--- src/rtl/mem_port_arbiter_pkg.sv ---
// ============================================================================
// Module   : mem_port_arbiter_pkg
// Brief    : Shared types and constants for the main_mem port arbiter.
// Revision : 1.0
// ============================================================================
`default_nettype none

package mem_port_arbiter_pkg;

    typedef logic [31:0] data_val;
    typedef logic [2:0]  l_s_sel;

    typedef enum logic [0:0] {
        ARB    = 1'b0,
        LOCKED = 1'b1
    } arb_state_e;

    localparam int ARB_REQ_D = 0;
    localparam int ARB_REQ_L = 1;

    function automatic int cnt_width(input int max_val);
        return (max_val < 1) ? 1 : $clog2(max_val + 1);
    endfunction

endpackage

`default_nettype wire

--- src/rtl/arb_sat_counter.sv ---
// ============================================================================
// Module   : arb_sat_counter
// Brief    : Saturating up-counter with clear; clear+inc together loads one.
// Revision : 1.0
// ============================================================================
`default_nettype none

module arb_sat_counter
    import mem_port_arbiter_pkg::*;
#(
    parameter int MAX = 4
) (
    input  logic i_clk,
    input  logic i_rst,
    input  logic i_clr,
    input  logic i_inc,
    output logic o_at_max
);

    localparam int WIDTH = cnt_width(MAX);
    localparam logic [WIDTH-1:0] c_max = WIDTH'(MAX);

    logic [WIDTH-1:0] r_cnt;

    assign o_at_max = (r_cnt == c_max);

    always_ff @(posedge i_clk) begin
        if (i_rst) begin
            r_cnt <= '0;
        end else if (i_clr) begin
            r_cnt <= WIDTH'(i_inc);
        end else if (i_inc && !o_at_max) begin
            r_cnt <= r_cnt + 1'b1;
        end
    end

endmodule

`default_nettype wire

--- src/rtl/mem_port_arbiter.sv ---
// ============================================================================
// Module   : mem_port_arbiter
// Brief    : Shares main_mem between the pipeline MEM stage (D) and the
//            loader/debug port (L) with starvation guard and bounded locks.
// Revision : 1.0
// ============================================================================
`default_nettype none

module mem_port_arbiter
    import mem_port_arbiter_pkg::*;
#(
    parameter int STARVE_LIMIT = 4,
    parameter int LOCK_MAX     = 64
) (
    input  logic    i_clk,
    input  logic    i_rst,
    input  logic    i_d_req,
    input  data_val i_d_addr,
    input  logic    i_d_wr_en,
    input  data_val i_d_wr_val,
    input  l_s_sel  i_d_l_s_sel,
    output logic    o_d_gnt,
    output data_val o_d_rd_val,
    output logic    o_stall,
    input  logic    i_l_req,
    input  data_val i_l_addr,
    input  logic    i_l_wr_en,
    input  data_val i_l_wr_val,
    input  l_s_sel  i_l_l_s_sel,
    input  logic    i_l_lock,
    output logic    o_l_gnt,
    output data_val o_l_rd_val,
    output data_val o_m_addr,
    output logic    o_m_wr_en,
    output data_val o_m_wr_val,
    output l_s_sel  o_m_l_s_sel,
    input  data_val i_m_rd_val
);

    arb_state_e r_state;
    arb_state_e w_state_nxt;
    logic       r_relock_block;
    logic [1:0] w_gnt;
    logic       w_starve_at_max;
    logic       w_lock_at_max;
    logic       w_starve_clr;
    logic       w_starve_inc;
    logic       w_lock_clr;
    logic       w_lock_inc;

    always_comb begin
        w_gnt       = '0;
        w_state_nxt = r_state;
        if (!i_rst) begin
            case (r_state)
                ARB: begin
                    if (i_l_req && (!i_d_req || w_starve_at_max)) begin
                        w_gnt[ARB_REQ_L] = 1'b1;
                    end else if (i_d_req) begin
                        w_gnt[ARB_REQ_D] = 1'b1;
                    end
                    if (w_gnt[ARB_REQ_L] && i_l_lock && !r_relock_block) begin
                        w_state_nxt = LOCKED;
                    end
                end
                LOCKED: begin
                    // The deassertion cycle itself still belongs to L.
                    w_gnt[ARB_REQ_L] = i_l_req;
                    if (!i_l_lock || w_lock_at_max) begin
                        w_state_nxt = ARB;
                    end
                end
                default: w_state_nxt = ARB;
            endcase
        end
    end

    assign o_d_gnt = w_gnt[ARB_REQ_D];
    assign o_l_gnt = w_gnt[ARB_REQ_L];
    assign o_stall = i_d_req & ~w_gnt[ARB_REQ_D];

    always_ff @(posedge i_clk) begin
        if (i_rst) begin
            r_state        <= ARB;
            r_relock_block <= 1'b0;
        end else begin
            r_state <= w_state_nxt;
            if (!i_l_lock) begin
                r_relock_block <= 1'b0;
            end else if (r_state == LOCKED && w_lock_at_max) begin
                r_relock_block <= 1'b1;
            end
        end
    end

    assign w_starve_inc = i_l_req & ~w_gnt[ARB_REQ_L];
    assign w_starve_clr = w_gnt[ARB_REQ_L] | ~i_l_req;
    // Lock count is loaded to one on entry, then counts every LOCKED cycle.
    assign w_lock_clr   = (r_state != LOCKED);
    assign w_lock_inc   = (r_state == LOCKED) || (w_state_nxt == LOCKED);

    arb_sat_counter #(
        .MAX (STARVE_LIMIT)
    ) u_starve_cnt (
        .i_clk    (i_clk),
        .i_rst    (i_rst),
        .i_clr    (w_starve_clr),
        .i_inc    (w_starve_inc),
        .o_at_max (w_starve_at_max)
    );

    arb_sat_counter #(
        .MAX (LOCK_MAX)
    ) u_lock_cnt (
        .i_clk    (i_clk),
        .i_rst    (i_rst),
        .i_clr    (w_lock_clr),
        .i_inc    (w_lock_inc),
        .o_at_max (w_lock_at_max)
    );

    always_comb begin
        o_m_addr    = i_d_addr;
        o_m_l_s_sel = i_d_l_s_sel;
        o_m_wr_en   = 1'b0;
        o_m_wr_val  = '0;
        if (w_gnt[ARB_REQ_L]) begin
            o_m_addr    = i_l_addr;
            o_m_l_s_sel = i_l_l_s_sel;
            o_m_wr_en   = i_l_wr_en;
            o_m_wr_val  = i_l_wr_val;
        end else if (w_gnt[ARB_REQ_D]) begin
            o_m_wr_en   = i_d_wr_en;
            o_m_wr_val  = i_d_wr_val;
        end
    end

    always_ff @(posedge i_clk) begin
        if (i_rst) begin
            o_d_rd_val <= '0;
            o_l_rd_val <= '0;
        end else begin
            if (w_gnt[ARB_REQ_D] && !i_d_wr_en) begin
                o_d_rd_val <= i_m_rd_val;
            end
            if (w_gnt[ARB_REQ_L] && !i_l_wr_en) begin
                o_l_rd_val <= i_m_rd_val;
            end
        end
    end

endmodule

`default_nettype wire

--- config.mk ---
export PLATFORM = sky130hd
export DESIGN_NAME = mem_port_arbiter
export DESIGN_NICKNAME = d
export VERILOG_FILES = /design/src/rtl/mem_port_arbiter_pkg.sv /design/src/rtl/arb_sat_counter.sv /design/src/rtl/mem_port_arbiter.sv
export SDC_FILE = /design/constraint.sdc
export NUM_CORES = 1
export LEC_CHECK = 0
export CORE_AREA = 2 2 118 120
export CTS_CLUSTER_DIAMETER = 100
export DETAILED_ROUTE_END_ITERATION = 8
export DIE_AREA = 0 0 120 122
export GPL_ROUTABILITY_DRIVEN = 0
export PLACE_DENSITY = 0.73
export SLEW_MARGIN = 10
export SYNTH_ARGS = -nofsm -noshare
export SYNTH_HDL_FRONTEND = slang
export SYNTH_HIERARCHICAL = 1
export SYNTH_SLANG_ARGS = --single-unit
--- constraint.sdc ---
create_clock -name i_clk -period 3 [get_ports i_clk]
set_input_delay 0.6 -clock i_clk [delete_from_list [all_inputs] [get_ports i_clk]]
set_output_delay 0.6 -clock i_clk [all_outputs]
set_load 0.05 [all_outputs]
==> results of run 1 <==
[sequential cells by signal, indices dropped and copies added (netlist names)]
signal,flops
u_starve_cnt/r_cnt,3
u_lock_cnt/r_cnt,7
o_l_rd_val,32
r_state,1
r_relock_block,1
o_d_rd_val,32
[power by group through the flow]
stage          Combinational (mW)  Clock, mW  Sequential (mW)
6_report                     1.22       1.06             1.08
3_3_place_gp                 1.18          0             1.10
2_1_floorplan               0.452          0             1.23
5_1_grt                      1.25       1.12             1.08
3_5_place_dp                 1.18          0             1.10
4_1_cts                      1.21       1.08             1.08
[logic make-up after synthesis]
| logic type | share of synthesized area [%] |
|---|---|
| compound gates | 22.8 |
| buf+inv | 6.54 |
| simple gates | 20.1 |
| mux | 10.5 |
| xor+xnor | 0.442 |
| fa+ha+maj | 1.26 |
| flops | 38.4 |
[cell usage after synthesis (4+ instances only)]
cell and instances:
nor3b_1 4, o211ai_1 64, o21ai_0 5, dfxtp_1 76
nor2_1 5, nand3_1 65, a21oi_1 9, clkbuf_1 35
buf_6 5, mux2_2 35, ha_1 4, a22o_1 33
nand2_1 72, inv_1 10
[layer usage]
layer / routed length, um / global-route usage (%) / share of wire (%)
met1: 8030 / 31.9 / 38
met2: 10000 / 45.5 / 47
met3: 2390 / 11.1 / 11
met4: 708 / 11.3 / 3.3
met5: 13 / 0 / 0.061
[critical path: stages]
cell and delay (ns):
clkdlybuf4s50_1 0.49, or3b_4 0.39, and3_4 0.18, bufbuf_16 0.30, mux2_2 0.29, buf_6 0.15
[repair_timing]
item,4_1_cts,5_1_grt
buffers inserted,1,0
endpoints found under the setup margin,68,30
gates resized for setup,17,4
cloned,1,0
pin swaps,2,4
[per-stage QoR]
| stage | cell area (um2) | std cells | hold slack (ns) | utilization [%] |
|---|---|---|---|---|
| after floorplan | 3960 | 461 | 0.437 | - |
| after global placement | 7470 | 918 | 0.453 | 55.3 |
| after detailed placement | 7470 | 918 | 0.475 | 55.3 |
| after CTS | 7870 | 936 | 0.488 | 58.3 |
| after global routing | 7900 | 936 | 0.508 | 58.5 |
| final | 7900 | 937 | 0.487 | 58.5 |
[worst max path at each step]
stage | depth (start not counted) | from | to | slack, ns
floorplan | 8 | u_starve_cnt/r_cnt[0] | o_m_wr_val[23] | 0.03
finish | 6 | i_d_req | o_m_addr[3] | -0.02
global route | 8 | u_starve_cnt/r_cnt[1] | o_m_addr[3] | -0.05
CTS | 6 | i_d_req | o_m_addr[3] | -0.01
detailed placement | 6 | i_d_req | o_m_wr_val[14] | -0.07
global placement | 6 | i_d_req | o_m_wr_val[14] | -0.03
[final cells by class]
class                   count  share of cell area (%)
repair buffers            326                    45.0
multi-input cells         328                    28.7
flip-flops and latches     76                    19.3
clock buffers              10                    2.90
well taps                 180                    2.85
clock inverters             6                   0.823
inverters                  10                   0.475
diodes                      1                  0.0317
==> impl_results.md, run 1 <==
* Status: finished with violations
* Violated checks: negative setup slack
* Fillers at 1121
* Final total power at 3.35 mW
* Io pins at 308
* PortBufs at 307
* Sw Share at 33.4%
* Residual DRC count at 0
* Unrepaired setup endpoints after global routing: true
* Root Driver: clkbuf_16
* Layout cell share with drive strength beyond 1 at 21.4%
* H-Tree Depth at 3
* Hold path startpoint: o_l_rd_val[30]
* CP arrival at 2.42 ns
* Syn-to-layout area delta at 99.5%
* Hold EP: o_l_rd_val[30]
* R2R depth at 10
* Post-synth EDFFs at 0
* Async set-or-reset flop fraction in the synthesized netlist at 0%
* Routed wire length at 21.2 mm
* Worst vdd ir at 333 uV
* Post-synth top flop: dfxtp_1
* Vias in the first global route at 4982
* Internal power at 2.23 mW
* Crit share post-route at 101%
* Hold_buf cts at 0
* Die ar. at 14600 um2
* Worst hold path stage count at 2
* Yosys warnings at 6
* PD cells at 424 nW/um2
* Peak Freq at 331 MHz
* Register area share after synthesis at 38.4%
* Via count at 5026
* Final WS setup at -0.0206 ns
* Clk pin slew, worst setup/hold paths at 0.06 ns
* NumNets Final at 928
* Core Box Area at 13500 um2
* Yosys cell types at 39
* First-pass GRT wire length at 30.3 mm
* Final setup fails at 13
* Global Route Usage Sum at 27.6%
* Final HPWL DP at 16.0 mm
* Overflow after GRT at 0
* Clock Power Share at 31.7%
* FF+latch count, synth at 76
* FP Rows at 43
* CP max FO at 22
* Num Clock Sinks at 76
* Initial Util at 29.3%
* Max_slew headroom at 43.0%
* DR WL/cell at 22.6 um
* Pleak at 3.22 nW
* Crit end category: primary output
* Largest net degree at the start of global routing at 66
* Hold Violations, Final at 0
* Crit start category: input pin
* Die height at 122 um
* Multi-input gate area at 2270 um2
* Most frequent cells in the layout: clkdlybuf4s50_1 (236), dfxtp_1 (74), nand2_1 (72), nand3_1 (65), o211ai_1 (64)
* Synth top area share at 38.4%
* Syn Nets at 638
* Dpl ws at -0.0672 ns
* CTS buffer count at 9
* Most common cell after layout, fill and taps aside: clkdlybuf4s50_1
* Reg power frac at 32.1%
* Worst R2R Start: u_starve_cnt/r_cnt[1]
* R2R Path End: u_starve_cnt/r_cnt[2]
* Vias/cell at 5.36
* Worst reg-to-reg setup slack at 0.78 ns
* Avg Synthesized Cell Area at 8.59 um2
* Clk_skew at 0.00823 ns
* Mapped cell area at 3960 um2
* Tmin final at 3.02 ns
* DRT Pass-1 Iters at 5
* Setup TNS at -0.0972 ns
* TritonCTS clock tree: done
* Initial antenna violation count at 2
* FF+latch area at 1520 um2
* Worst Setup Path Type: input pin to primary output
* Initial DRC Count at 343
* Sw power at 1.12 mW
* Gate power share at 36.2%
* Area contributors post-synth: dfxtp_1 (38%), o211ai_1 (12%), mux2_2 (9.9%)
* Slew Viols, Final at 0
* Die Span X at 120 um
* Critical Path RT at 2.40 ns
* Leading area contributor after synthesis: dfxtp_1
* CTS max path bufs at 2
* Type of the most critical hold path: flip-flop to flip-flop
* Mapped Cells at 461
* Post-route ant nets at 0
* Worst Max-Slew Pin Slew at 0.855 ns
* Max-Cap Viols at 0
* Latest clock arrival within the worst-skew pair at 0.34 ns
Note: power is estimated with default switching activity, not from simulation.
==> inputs of run 2 (changes only) <==
--- a/config.mk
+++ b/config.mk
@@ -10,6 +10,7 @@
 export DETAILED_ROUTE_END_ITERATION = 8
 export DIE_AREA = 0 0 120 122
 export GPL_ROUTABILITY_DRIVEN = 0
+export HOLD_SLACK_MARGIN = 0.08
 export PLACE_DENSITY = 0.73
 export SLEW_MARGIN = 10
 export SYNTH_ARGS = -nofsm -noshare
==> results of run 2 <==
No change in the layout: final DEF, timing and power equal those of run 1.
==> inputs of run 3 (changes only) <==
--- a/config.mk
+++ b/config.mk
@@ -5,13 +5,13 @@
 export SDC_FILE = /design/constraint.sdc
 export NUM_CORES = 1
 export LEC_CHECK = 0
-export CORE_AREA = 2 2 118 120
+export CORE_AREA = 2 2 120 122
 export CTS_CLUSTER_DIAMETER = 100
 export DETAILED_ROUTE_END_ITERATION = 8
-export DIE_AREA = 0 0 120 122
+export DIE_AREA = 0 0 122 124
+export DONT_BUFFER_PORTS = 1
 export GPL_ROUTABILITY_DRIVEN = 0
 export HOLD_SLACK_MARGIN = 0.08
-export PLACE_DENSITY = 0.73
 export SLEW_MARGIN = 10
 export SYNTH_ARGS = -nofsm -noshare
 export SYNTH_HDL_FRONTEND = slang
==> run 3 against run 2 <==
The flow now finishes without violations. Count of clock-buffer cells in the layout unchanged. Routed wire length down 10%. Setup slack better by 0.071 ns. Worst hold slack lost 0.16 ns. Critical endpoint is now o_m_addr[13]. Largest cell class is now multi-input gates.
==> impl_results.md, run 3 (synthesized netlist as in run 1, its figures left out) <==
* Status: complete, no violations
* Final HPWL DP at 14.8 mm (-7.2%)
* CP max FO at 5 (-77%)
* Largest net degree at the start of global routing at 66 (unchanged)
* WP buf/inv at 3 (unchanged)
* PortBufs at 0 (-100%)
* Final setup fails at 0 (-13)
* Worst Max-Slew Pin Slew at 0.766 ns (-0.0888 ns)
* Peak Freq at 339 MHz (+2.4%)
* Latest clock arrival within the worst-skew pair at 0.34 ns (about the same)
* Max-Cap Viols at 0 (unchanged)
* Worst path cell trace: inv_1 -> ha_2 -> and2_4 -> or3b_4 -> and3_4 -> buf_4 -> buf_4 -> mux2_4
* Vias in the first global route at 3662 (-26%)
* Io pins at 308 (unchanged)
* Die Span X at 122 um (+1.7%)
* Clk_skew at 0.00647 ns (-0.00175 ns)
* Internal power at 1.84 mW (-18%)
* Post-route ant nets at 0 (unchanged)
* DR WL/cell at 28.3 um (+25%)
* First-pass GRT wire length at 25.1 mm (-17%)
* Gate power share at 23.9% (-12 points)
* Layout cell share with drive strength beyond 1 at 27.3% (+5.8 points)
* Vias/cell at 5.80 (+8.1%)
* Slew Viols, Final at 0 (unchanged)
* Multi-input gate area at 2330 um2 (+2.7%)
* Max_slew headroom at 48.9% (+5.9 points)
* Sw power at 1.03 mW (-8.0%)
* TritonCTS clock tree: done
* Routed wire length at 19.0 mm (-10%)
* Critical Path RT at 2.40 ns (about the same)
* Tmin final at 2.95 ns (-0.0712 ns)
* FF+latch area at 1520 um2 (unchanged)
* Largest registers: o_d_rd_val (32), o_l_rd_val (32), u_lock_cnt/r_cnt (7)
* Top cell by count, worst path: buf_4
* Residual DRC count at 0 (unchanged)
* Initial Util at 28.9% (-0.46 points)
* Sw Share at 35.9% (+2.5 points)
* Largest delay contributor family on the critical path: simple AND/OR/NAND/NOR gates
* Root Driver: clkbuf_16
* Hold Violations, Final at 0 (unchanged)
* FP Rows at 43 (unchanged)
* Reg power frac at 42.4% (+10 points)
* CTS buffer count at 9 (unchanged)
* Clock Power Share at 33.8% (+2.1 points)
* Type of the most critical hold path: input pin to flip-flop
* Slowest cell on crit path: mux2_4
* Initial DRC Count at 334 (-2.6%)
* Syn-to-layout area delta at 32.9%
* H-Tree Depth at 3 (unchanged)
* Worst Setup Path Type: flip-flop to primary output
* Worst vdd ir at 339 uV (+1.8%)
* Fillers at 1375 (+23%)
* Pleak at 2.18 nW (-32%)
* Num Clock Sinks at 76 (unchanged)
* Placed instance area at 4760 um2 (-36%)
* Crit start category: flip-flop
* CP arrival at 2.35 ns (-0.07 ns)
* DRT Pass-1 Iters at 5 (unchanged)
* CTS max path bufs at 2 (unchanged)
* Die ar. at 15100 um2 (+3.3%)
* Overflow after GRT at 0 (unchanged)
* PD cells at 546 nW/um2 (+29%)
* Die height at 124 um (+1.6%)
* Crit share post-route at 98.3% (-2.4 points)
* Most frequent cells in the layout: dfxtp_1 (74), nand2_1 (72), nand3_1 (65), o211ai_1 (64), buf_12 (33)
* Hold slack final at 0.330 ns (-0.157 ns)
* Global Route Usage Sum at 23.4% (-4.2 points)
* Max stage delay on crit path at 0.39 ns (-0.10 ns)
* Via count at 3902 (-22%)
* NumNets Final at 657 (-29%)
* Initial antenna violation count at 11 (+9)
* Crit end category: primary output
* Core Box Area at 13700 um2 (+1.6%)
* Clk pin slew, worst setup/hold paths at 0.06 ns (about the same)
* Most common cell after layout, fill and taps aside: dfxtp_1
* Final Instance Area at 5270 um2 (-33%)
[run 3: cell count changes in the layout (fill, tap and decap cells not counted), sizes merged]
| cell | delta |
|---|---|
| bufbuf | -1 |
| clkdlybuf4s50 | -236 |
| clkinvlp | -2 |
| bufinv | -1 |
| diode | +8 |
| buf | -34 |
| clkinv | +2 |
[run 3: cell type report]
| class | count | share of cell area (%) |
|---|---|---|
| Antenna cell | 9 | 0.428 |
| Clock buffer | 10 | 4.35 |
| Clock inverter | 5 | 0.570 |
| Inverter | 10 | 0.713 |
| Multi-Input combinational cell | 328 | 44.2 |
| Sequential cell | 76 | 28.9 |
| Tap cell | 180 | 4.28 |
| Timing Repair Buffer | 55 | 16.5 |
[run 3: stage by stage]
step                      total power [mW]  util (%)  std cells  setup TNS (ns)  setup slack (ns)
final                                 2.87      38.4        673               0            0.0506
after global placement                1.88      34.7        641               0             0.115
after detailed placement              1.89      34.7        641               0             0.101
after CTS                             2.88      38.0        662               0           0.00699
after floorplan                       1.68         -        461               0            0.0315
after global routing                  2.96      38.3        668          -0.220           -0.0324
[run 3: metal layers]
metal,vias to the layer above,share of wire [%],GRT usage (%)
li1,1740,-,-
met1,1886,34,25.0
met2,245,50,38.3
met3,27,14,13.2
met4,4,2.2,9.27
met5,-,0.12,0
[run 3: what timing repair did]
| action | CTS | global route |
|---|---|---|
| pin swaps | 1 | 3 |
| resized for setup | 24 | 3 |
| buffers inserted | 5 | 2 |
| hold buffers | 0 | 0 |
| endpoints found under the setup margin | 59 | 48 |
| gates cloned | 1 | 0 |
[run 3: path summary, 6_finish.rpt]
path / start / end / slack [ns] / depth (start not counted)
min reg2reg: u_lock_cnt/r_cnt[6] / u_lock_cnt/r_cnt[6] / 0.48 / 2
min: i_rst / u_starve_cnt/r_cnt[2] / 0.33 / 1
max reg2reg: u_starve_cnt/r_cnt[1] / u_starve_cnt/r_cnt[2] / 0.65 / 10
max: u_starve_cnt/r_cnt[1] / o_m_addr[13] / 0.05 / 8
[run 3: power groups by stage]
stage | Sequential, mW | Combinational [mW] | Clock [mW]
3_5_place_dp | 1.24 | 0.651 | 0
4_1_cts | 1.22 | 0.683 | 0.984
6_report | 1.22 | 0.686 | 0.970
2_1_floorplan | 1.23 | 0.452 | 0
5_1_grt | 1.22 | 0.712 | 1.03
3_3_place_gp | 1.24 | 0.643 | 0
